<file path="src/rtl/brent_kung_adder.sv">
// Registered WIDTH-bit adder, {carry,sum} = a + b + cin, carries from a Brent-Kung prefix tree.
// Define BRENT_KUNG_IN_REG_EN to add an input register stage (latency 2 instead of 1).
module brent_kung_adder #(
  parameter int WIDTH = 16
) (
  input  logic             clk,
  input  logic             rst_n,
  input  logic [WIDTH-1:0] a,
  input  logic [WIDTH-1:0] b,
  input  logic             cin,
  input  logic             in_valid,
  output logic [WIDTH-1:0] sum,
  output logic             carry,
  output logic             out_valid
);

  localparam int LOG2 = $clog2(WIDTH);
  localparam int NLVL = 2 * LOG2 - 1;

  logic [WIDTH-1:0] op_a;
  logic [WIDTH-1:0] op_b;
  logic             op_cin;
  logic             op_vld;

`ifdef BRENT_KUNG_IN_REG_EN
  logic [WIDTH-1:0] a_q;
  logic [WIDTH-1:0] b_q;
  logic             cin_q;
  logic             vld_in_q;

  always_ff @(posedge clk) begin
    if (!rst_n) begin
      a_q      <= '0;
      b_q      <= '0;
      cin_q    <= 1'b0;
      vld_in_q <= 1'b0;
    end else begin
      a_q      <= a;
      b_q      <= b;
      cin_q    <= cin;
      vld_in_q <= in_valid;
    end
  end

  assign op_a   = a_q;
  assign op_b   = b_q;
  assign op_cin = cin_q;
  assign op_vld = vld_in_q;
`else
  assign op_a   = a;
  assign op_b   = b;
  assign op_cin = cin;
  assign op_vld = in_valid;
`endif

  // Row 0 is the per-bit (G,P); rows 1..LOG2 are the up-sweep, the rest the down-sweep.
  logic [WIDTH-1:0] g_lvl [NLVL+1];
  logic [WIDTH-1:0] p_lvl [NLVL+1];

  always_comb begin
    g_lvl[0]    = op_a & op_b;
    p_lvl[0]    = op_a ^ op_b;
    g_lvl[0][0] = (op_a[0] & op_b[0]) | ((op_a[0] ^ op_b[0]) & op_cin);
  end

  for (genvar r = 1; r <= NLVL; r++) begin : g_row
    localparam bit UP = (r <= LOG2);
    localparam int S  = UP ? (1 << (r - 1)) : (1 << (2 * LOG2 - 1 - r));
    for (genvar i = 0; i < WIDTH; i++) begin : g_bit
      localparam bit COMBINE = UP ? (((i + 1) % (2 * S)) == 0)
                                  : ((((i + 1) % (2 * S)) == S) && ((i + 1) >= 3 * S));
      if (COMBINE) begin : g_op
        assign g_lvl[r][i] = g_lvl[r-1][i] | (p_lvl[r-1][i] & g_lvl[r-1][i-S]);
        assign p_lvl[r][i] = p_lvl[r-1][i] & p_lvl[r-1][i-S];
      end else begin : g_pass
        assign g_lvl[r][i] = g_lvl[r-1][i];
        assign p_lvl[r][i] = p_lvl[r-1][i];
      end
    end
  end

  // c[i+1] is the group generate of bits i..0, with cin already folded into bit 0.
  logic [WIDTH:0]   c;
  logic [WIDTH-1:0] sum_d;
  logic             carry_d;

  assign c       = {g_lvl[NLVL], op_cin};
  assign sum_d   = p_lvl[0] ^ c[WIDTH-1:0];
  assign carry_d = c[WIDTH];

  logic [WIDTH-1:0] sum_q;
  logic             carry_q;
  logic             valid_q;

  always_ff @(posedge clk) begin
    if (!rst_n) begin
      sum_q   <= '0;
      carry_q <= 1'b0;
      valid_q <= 1'b0;
    end else begin
      valid_q <= op_vld;
      if (op_vld) begin
        sum_q   <= sum_d;
        carry_q <= carry_d;
      end
    end
  end

  assign sum       = sum_q;
  assign carry     = carry_q;
  assign out_valid = valid_q;

endmodule

</file>
<file path="config.mk">
export PLATFORM = sky130hd
export DESIGN_NAME = brent_kung_adder
export DESIGN_NICKNAME = d
export VERILOG_FILES = /design/src/rtl/brent_kung_adder.sv
export SDC_FILE = /design/constraint.sdc
export NUM_CORES = 1
export LEC_CHECK = 0
export CAP_MARGIN = 0
export CORE_UTILIZATION = 38
export DETAILED_ROUTE_END_ITERATION = 7
export PLACE_DENSITY = 0.75
export SETUP_SLACK_MARGIN = 0.4
export SYNTH_ARGS = -nofsm -noshare
export SYNTH_HDL_FRONTEND = slang
export SYNTH_SLANG_ARGS = --single-unit
export TNS_END_PERCENT = 30
</file>
<file path="constraint.sdc">
create_clock -name clk -period 3.1 [get_ports clk]
set_input_delay 0.93 -clock clk [delete_from_list [all_inputs] [get_ports clk]]
set_output_delay 0.93 -clock clk [all_outputs]
set_load 0.005 [all_outputs]
</file>
; ---- Word-level counts from Yosys, hierarchy flattened
; Index checks and enable logic that the tools add are counted.
[classes]
n_bitwise = 70
[ops]
columns = op, n
row1 = $and A1 B1 Y1, 39
row2 = $xor A16 B16 Y16, 2
row3 = $or A1 B1 Y1, 27
row4 = $and A16 B16 Y16, 1
row5 = $xor A1 B1 Y1, 1
[word_totals]
register_bits = 18
out_inout_bits = 18
inputBits = 36
word_cells = 73

; ---- Longest topological paths before layout
; Gate-level depths: netlist of run 1.
[logic_depth]
depth_word = 16
mapped_depth = 12
ltp_nobuf = 12

; ---- Least setup slack after synthesis of run 1
; No wires, ideal clock.
[synth_timing]
kind = input to register
startpoint = in a[0]
endpoint = reg sum_q[15], in the netlist sum[15]
slack_ns = 0.064
t_required_ns = 2.984
t_arrival_ns = 2.920
stages = 12
setup_time_ns = 0.116
path_buffers = 0
cell_sequence = inv_1 fa_1 inv_1 fa_1 a211oi_2 o211ai_2 a31oi_2 a21oi_1 fa_1 xnor2_1 nand2_1 o211a_1
[synth_via]
elab_chain_cells = 16
word_cells_on_any_way = 17
cone_classes = 17 x bitwise
[synth_rtl]
columns = item, line_no
row1 = "start, declared", 8  ; input logic [WIDTH-1:0] a,
row2 = $xor A1 B1 Y1, 63  ; g_lvl[0][0] = (op_a[0] & op_b[0]) | ((op_a[0] ^ op_b[0]) & op_cin);
row3 = $and A1 B1 Y1, 63
row4 = $or A1 B1 Y1 (*), 63
row5 = $and A1 B1 Y1 (*), 73  ; assign g_lvl[r][i] = g_lvl[r-1][i] | (p_lvl[r-1][i] & g_lvl[r-1][i-S]);
row6 = $or A1 B1 Y1 (*), 73
row7 = $and A1 B1 Y1 (*), 73
row8 = $or A1 B1 Y1 (*), 73
row9 = $and A1 B1 Y1 (*), 73
row10 = $or A1 B1 Y1 (*), 73
row11 = $and A1 B1 Y1 (*), 73
row12 = $or A1 B1 Y1 (*), 73
row13 = $and A1 B1 Y1 (*), 73
row14 = $or A1 B1 Y1 (*), 73
row15 = $and A1 B1 Y1 (*), 73
row16 = $or A1 B1 Y1 (*), 73
row17 = $xor A16 B16 Y16 (*), 88  ; assign sum_d = p_lvl[0] ^ c[WIDTH-1:0];
row18 = "end signal, assigned", 103  ; sum_q <= sum_d;
row19 = "end, declared", 91  ; logic [WIDTH-1:0] sum_q;
; Every way passes the cells marked *; elsewhere a longest branch is shown, timed or not.
; A chain may end at the register's enable or synchronous reset.

; ---- Final worst setup path of run 1
; Same ends and word-level chain as after synthesis.

==> results.cfg, run 1 <==
[yosys]
yosysWarnings = 0
synth-edff-count = 0
synth_top_family_by_area = adder cells
post_synth_mux_area_share_pct = 6.148
yosysSeqAreaShare_pct = 27.67
ys_ff_latch = 18
synth_xor_area_share_pct = 4.707
synth_compound_area_share_pct = 17.77
synthArstFlopShare_pct = 0
netlist_instances = 129
syn-num-nets = 188
synth-simple-area-share_pct = 11.24
yosys_most_used_dff = dfxtp_1
avgSynthCellArea_um2 = 10.10
yosys.area_share.adder_pct = 27.28
synth_area_um2 = 1302
yosysUniqueCellTypes = 28

[timing]
tightest_slew_ps = 616.8
fmax_mhz = 348.9
setup_viol_count_final = 0
slew_headroom_pct = 58.75
grt_setup_unrepaired = true
final.setup_skew_ps = 0
final.setup.tns_ps = 0
fin_ws_ps = 233.9
fin_crit_sh_pct = 92.45
final_max_slew_viol_count = 0
period_needed_ps = 2866
hold_viol_final = 0

[worst_setup_path]
worst-setup-path-type = in -> reg
cp-start-kind = input pin
crit_fanout = 3
crit_path_end_kind = flop
cp_data_arrival_time_ps = 3060
worstPathRequired_ps = 3290

[detailed_routing]
dr.pass1.iters = 3
drc = 0
ant_nets = 0
vias_per_cell = 4.840
routed_wl_um = 3147
wire_per_inst_um = 13.22
drtIter0Drc = 29
vias = 1152

[outcome]
status = complete, no violations

[clock_tree]
numCtsBuffers = 3
cts.hold.buffers_added = 0
htreeDepth = 1
path_clk_slew_ps = 100
cts_tree = built
clock-sinks = 18
clk_latency_ps = 290
clock_path_buffers = 2
clock-root-buffer = clkbuf_4

[final_layout]
antennaDiodeCount = 0
drive_gt1_share_pct = 20.62
final_cell_mix = 46 x clkdlybuf4s50_1, 18 x dfxtp_1, 13 x nand2_1, 13 x buf_4, 12 x ha_1
fillers = 272
multiInputGateArea_um2 = 945.9
seqCellArea_um2 = 360.3
design_area_um2 = 2078
area_delta_synth_final_pct = 59.56
fin_nets = 255
final_common_cell = clkdlybuf4s50_1

[global_routing]
grt_max_degree = 28
grt_overflow = 0
grt_pass1_wl_um = 5030
antenna_found_initial = 0
grt_pass1_vias = 1220
grtUsageTotal_pct = 18.77

[floorplanning]
rows = 20
coreArea_um2 = 3153
io-pin-count = 54
start_util_pct = 41.31
die_y_um = 60.55
die-width_um = 60.55
die_area_um2 = 3666

[flow_run]
max_cap_violations = 0

[power_and_ir_drop]
p_per_area_nw_per_um2 = 335.0
p_leak_nw = 0.9260
finalPower_uw = 696.3
ir_worst_vdd_mv = 0.1274

[placed_design]
dpl_cell_area_um2 = 1968
place_congestion = 0.7609
place_ws_ps = -627.1
dp_hpwl_um = 2485
port_buffers = 53

[min_path]
hp-class = reg -> reg
[power by group]
group | internal [mW] | leakage [nW] | switching, mW
Clock | 0.0452 | 0.0138 | 0.0704
Combinational | 0.186 | 0.763 | 0.126
Sequential | 0.256 | 0.149 | 0.0129
Total | 0.487 | 0.926 | 0.209
[path summary, 6_finish.rpt]
| kind | start | endpoint | slack (ps) | cells past startpoint |
|---|---|---|---|---|
| min reg2reg | sum[0]$_SDFFE_PN0P_ | sum[0]$_SDFFE_PN0P_ | 490 | 1 |
| max reg2reg | carry$_SDFFE_PN0P_ | carry$_SDFFE_PN0P_ | 2370 | 3 |
| max | a[0] | sum[15]$_SDFFE_PN0P_ | 230 | 13 |
| min | sum[0]$_SDFFE_PN0P_ | sum[0]$_SDFFE_PN0P_ | 490 | 1 |
[registers in the layout, summed over array words and instances (netlist names)]
| register | cells |
|---|---|
| carry | 1 |
| sum | 16 |
| out_valid | 1 |
[metal layers]
layer | track usage [%] | part of all wire, % | up-vias | wire length [um]
li1 | - | - | 574 | -
met1 | 20.95 | 42 | 526 | 1329
met2 | 34.54 | 50 | 42 | 1572
met4 | 9.091 | 2.9 | 0 | 91
met3 | 2.985 | 4.9 | 10 | 153
met5 | 0 | 0 | - | 0
[logic make-up (layout without fill, tap and decap cells)]
logic type	Yosys count	after routing
AND/OR/NAND/NOR	30	30
AO/OA/AOI/OAI	29	29
flip-flops	18	18
adder cells (fa/ha/maj)	23	23
XOR/XNOR	7	7
multiplexers	8	8
buffers and inverters	14	79
[final cells by class]
cell class | instances | share of cell area (%)
clock buffers | 3 | 1.084
inverters | 10 | 2.890
multi-input cells | 97 | 45.51
flip-flops and latches | 18 | 17.34
well taps | 44 | 2.649
repair buffers | 66 | 30.52
[metrics by stage]
step | cells | hold slack [ps] | utilization [%]
after CTS | 238 | 494.6 | 64.92
after detailed placement | 233 | 470.8 | 62.42
after global routing | 238 | 508.9 | 65.91
after global placement | 233 | 463.0 | 62.42
after floorplan | 129 | 476.6 | -
final | 238 | 490.0 | 65.91
[synth_stat cells, types with 2 or more instances]
library cell	instances	share of area (%)
dfxtp_1	18	28
ha_1	14	13
nand2_1	13	3.7
inv_1	10	2.9
fa_1	9	14
nor2b_1	9	4.3
mux2i_1	8	6.1
o211a_1	8	6.1
xnor2_1	7	4.7
a21oi_1	5	1.9
o21ai_0	4	1.5
nor2_1	3	0.86
o21a_1	3	1.7
buf_4	2	1.2
o211ai_2	2	1.9
o21ai_1	2	0.77
[worst max-delay path, stage by stage]
cell	delay, ps
buf_8	110
inv_12	40
fa_2	170
inv_2	40
fa_2	370
a211oi_4	280
o211ai_2	140
a31oi_4	210
a21oi_2	100
fa_2	340
xnor2_1	150
nand2_1	70
o211a_1	120
[timing repair]
item | 4_1_cts | 5_1_grt
pin swaps | 11 | 9
setup buffers | 2 | 0
resized for setup | 29 | 8
setup endpoints to repair | 15 | 9
Power figures use the tool's default switching activity.
==> inputs of run 2 (changes only) <==
- SKIP_CTS_REPAIR_TIMING: not set -> 1
==> results.cfg, run 2 (synthesis gave the netlist of run 1 again) <==
[outcome]
status = complete, no violations

[timing]
grt_setup_unrepaired = true
period_needed_ps = 2929
tightest_slew_ps = 595.6
fin_crit_sh_pct = 94.48
slew_headroom_pct = 60.17
final_max_slew_viol_count = 0
fin_ws_ps = 171.0
hold_viol_final = 0
finalHoldWorstSlack_ps = 489.7
setup_viol_count_final = 0
fmax_mhz = 341.4
final.setup_skew_ps = 0

[floorplanning]
io-pin-count = 54
die_area_um2 = 3666
start_util_pct = 41.31
die_y_um = 60.55
coreArea_um2 = 3153
die-width_um = 60.55
rows = 20

[placed_design]
placedCellCount = 233
port_buffers = 53
dp_hpwl_um = 2485
place_congestion = 0.7609
place_ws_ps = -627.1

[power_and_ir_drop]
ir_worst_vdd_mv = 0.1275
p_int_uw = 481.3
power.switching_uw = 202.6
p_per_area_nw_per_um2 = 334.1
p_leak_nw = 0.9573
pwr-share-seq_pct = 39.3
p_sw_share_pct = 29.62
p_clk_share_pct = 16.8
combPwrFrac_pct = 43.9

[final_layout]
antennaDiodeCount = 0
final_cell_mix = 46 x clkdlybuf4s50_1, 18 x dfxtp_1, 14 x ha_1
final_common_cell = clkdlybuf4s50_1
fillers = 274
fin_nets = 255
area_delta_synth_final_pct = 57.16
final_cells = 238
largest_register_ffs = 16
drive_gt1_share_pct = 18.56

[worst_setup_path]
crit_end = sum[15]$_SDFFE_PN0P_
worstSetupStartpoint = a[0]
critical_path_cell_count = 13
cpLargestDelayFamily = adder cells
slowest_delay_ps = 390
path_buf_inv = 3
crit_fanout = 3
worstPathRequired_ps = 3290
path_cells = buf_8, inv_12, fa_2, inv_2, fa_2, a211oi_2, o211ai_2, a31oi_4, a21oi_2, fa_2, xnor2_1, nand2_1, o211a_1
cp_data_arrival_time_ps = 3120
crit_path_frequent_cell = fa_2
worst-setup-path-type = in -> reg
reg2reg_slack_ps = 2370
slowest_stage = fa_2
cp-start-kind = input pin
reg2reg_depth = 3
crit_path_end_kind = flop
r2r-start = carry$_SDFFE_PN0P_
rr_endpoint = carry$_SDFFE_PN0P_

[clock_tree]
path_clk_slew_ps = 100
numCtsBuffers = 3
clock-sinks = 18
clock_path_buffers = 2
clock-root-buffer = clkbuf_4
clk_latency_ps = 290
cts_tree = built
htreeDepth = 1

[global_routing]
met2_usage_pct = 33.44
grt_max_degree = 28
grt_pass1_vias = 1197
grt_busiest_layer = met2
grt_pass1_wl_um = 4843
grtUsageTotal_pct = 18.00
use_met3_pct = 2.985
gr-usage-met1_pct = 20.11
antenna_found_initial = 0
grt_overflow = 0

[detailed_routing]
ant_nets = 0
dr.pass1.iters = 2
vias = 1156
drtIter0Drc = 20
routed_wl_um = 3075
drc = 0
wire_per_inst_um = 12.92
vias_per_cell = 4.857

[min_path]
hp-class = reg -> reg
whs_path_depth = 1

[flow_run]
max_cap_violations = 0
-- run 2: cell types whose count changed in the layout (fill, tap and decap cells not counted), moves of 2 or more --
cell,delta
dlymetal6s2s_1,+4
ha_1,+2
clkinv_4,-2
dlygate4sd2_1,-4
-- run 2: worst min-delay path by stage --
stage                          from                    to  slack (ps)
5_1_grt         sum[2]$_SDFFE_PN0P_   sum[2]$_SDFFE_PN0P_         510
3_3_place_gp   sum[11]$_SDFFE_PN0P_  sum[11]$_SDFFE_PN0P_         460
4_1_cts         sum[0]$_SDFFE_PN0P_   sum[0]$_SDFFE_PN0P_         490
3_5_place_dp    sum[0]$_SDFFE_PN0P_   sum[0]$_SDFFE_PN0P_         470
2_1_floorplan   sum[0]$_SDFFE_PN0P_   sum[0]$_SDFFE_PN0P_         480
6_report        sum[0]$_SDFFE_PN0P_   sum[0]$_SDFFE_PN0P_         490
-- run 2: metrics by stage --
| stage | utilization [%] | power, mW | area (um^2) | TNS (ps) |
|---|---|---|---|---|
| 2_1_floorplan | - | 0.4164 | 1330 | 0 |
| 3_5_place_dp | 62.42 | 0.5629 | 1968 | -5405 |
| 4_1_cts | 63.13 | 0.6772 | 1991 | -1734 |
| 3_3_place_gp | 62.42 | 0.5517 | 1968 | -4857 |
| 5_1_grt | 64.92 | 0.7329 | 2047 | 0 |
| 6_report | 64.92 | 0.6839 | 2047 | 0 |
-- run 2: area by class of cell --
cell class,instances,area (um^2),area share (%)
multi-input cells,97,908.4,44.38
well taps,44,55.05,2.689
inverters,10,55.05,2.689
repair buffers,66,645.6,31.54
clock buffers,3,22.52,1.100
flip-flops and latches,18,360.3,17.60
-- run 2: power by group through the flow --
stage                     combinational [mW]  sequential [mW]  clock (mW)
final                                  0.300            0.269       0.115
after global routing                   0.331            0.271       0.130
after CTS                              0.290            0.269       0.118
after detailed placement               0.289            0.274           0
after global placement                 0.278            0.273           0
after floorplan                        0.142            0.275           0
-- run 2: metal layers --
metal,wire length [um],vias up
li1,-,576
met1,1255,532
met2,1613,42
met3,158,6
met4,48,0
met5,0,-
==> inputs of run 3 (changes only) <==
- TNS_END_PERCENT: 30 -> 1
==> results.cfg, run 3 (synthesis gave the netlist of run 1 again) <==
[clock_tree]
numCtsBuffers = 3
htreeDepth = 1
path_clk_slew_ps = 120
clock_path_buffers = 2
clk_latency_ps = 300
cts_tree = built
clock-sinks = 18
clock-root-buffer = clkbuf_4

[placed_design]
dpl_cell_area_um2 = 1931
place_ws_ps = -459.1
place_congestion = 0.7611
port_buffers = 53
dp_hpwl_um = 2553

[timing]
fin_ws_ps = 134.9
hold_viol_final = 0
fmax_mhz = 337.3
slew_headroom_pct = 58.99
final_max_slew_viol_count = 0
finalHoldWorstSlack_ps = 491.5
period_needed_ps = 2965
fin_crit_sh_pct = 95.65
setup_viol_count_final = 0
tightest_slew_ps = 613.2
final.setup.tns_ps = 0
final.setup_skew_ps = 0
grt_setup_unrepaired = true

[global_routing]
grt_max_degree = 28
grt_pass1_wl_um = 4871
grt_pass1_vias = 1170
grtUsageTotal_pct = 18.02
antenna_found_initial = 0
grt_overflow = 0

[worst_setup_path]
reg2reg_slack_ps = 2350
worstPathRequired_ps = 3310
cp-start-kind = input pin
worst-setup-path-type = in -> reg
cp_data_arrival_time_ps = 3170
crit_path_end_kind = flop
crit_fanout = 3

[final_layout]
antennaDiodeCount = 0
design_area_um2 = 2029
area_delta_synth_final_pct = 55.81
final_cell_mix = 47 x clkdlybuf4s50_1, 18 x dfxtp_1, 13 x nand2_1, 13 x ha_1
final_common_cell = clkdlybuf4s50_1
final_core_utilization_pct = 64.37
fin_nets = 251
multiInputGateArea_um2 = 932.1
largest_register_ffs = 16
drive_gt1_share_pct = 18.32
fillers = 261
seqCellArea_um2 = 360.3

[power_and_ir_drop]
ir_worst_vdd_mv = 0.1427
p_leak_nw = 0.9318
p_per_area_nw_per_um2 = 354.3

[floorplanning]
die-width_um = 60.55
die_y_um = 60.55
die_area_um2 = 3666
io-pin-count = 54
rows = 20
coreArea_um2 = 3153
start_util_pct = 41.31

[detailed_routing]
wire_per_inst_um = 13.58
dr.pass1.iters = 4
drtIter0Drc = 30
ant_nets = 0
drc = 0
routed_wl_um = 3191
vias = 1164
vias_per_cell = 4.953

[min_path]
hp-class = reg -> reg

[flow_run]
max_cap_violations = 0

[outcome]
status = complete, no violations
[run 3: cell types whose count changed in the layout (fill, tap and decap cells not counted), sizes merged]
cell	delta
dlymetal6s2s	-1
clkdlybuf4s50	+1
clkbuf	+2
buf	-5
[run 3: critical path: stages]
cell and delay [ps]:
clkdlybuf4s50_1 530, ha_4 230, a211oi_4 270, o211ai_2 170, a31oi_4 260, a21oi_2 100
fa_2 370, xnor2_2 120, nand2_1 60, o211a_1 110
[run 3: layout make-up]
class | count | share of cell area, %
inverters | 10 | 2.096
repair buffers | 62 | 29.72
multi-input cells | 97 | 45.93
clock buffers | 4 | 1.788
flip-flops and latches | 18 | 17.76
well taps | 44 | 2.713
[run 3: per-layer routing]
metal	vias to the layer above	share of wire, %	GRT usage (%)
met5	-	0	0
met4	0	1.4	7.143
met3	4	4.5	2.559
met2	32	55	34.38
met1	563	39	19.92
li1	565	-	-
[run 3: worst paths after layout]
path	depth (start not counted)	from	to
hold / removal	1	sum[0]$_SDFFE_PN0P_	sum[0]$_SDFFE_PN0P_
setup reg to reg	3	carry$_SDFFE_PN0P_	carry$_SDFFE_PN0P_
setup / recovery	10	a[2]	sum[15]$_SDFFE_PN0P_
hold reg to reg	1	sum[0]$_SDFFE_PN0P_	sum[0]$_SDFFE_PN0P_
[run 3: power by group]
part / internal, mW / switching (mW)
clock network: 0.0716 / 0.0801
registers: 0.256 / 0.0126
logic: 0.176 / 0.123
[run 3: through the flow]
step | power, mW | instances
floorplan | 0.4139 | 129
CTS | 0.7075 | 235
global placement | 0.5445 | 231
finish | 0.7190 | 235
global route | 0.7665 | 235
detailed placement | 0.5560 | 231
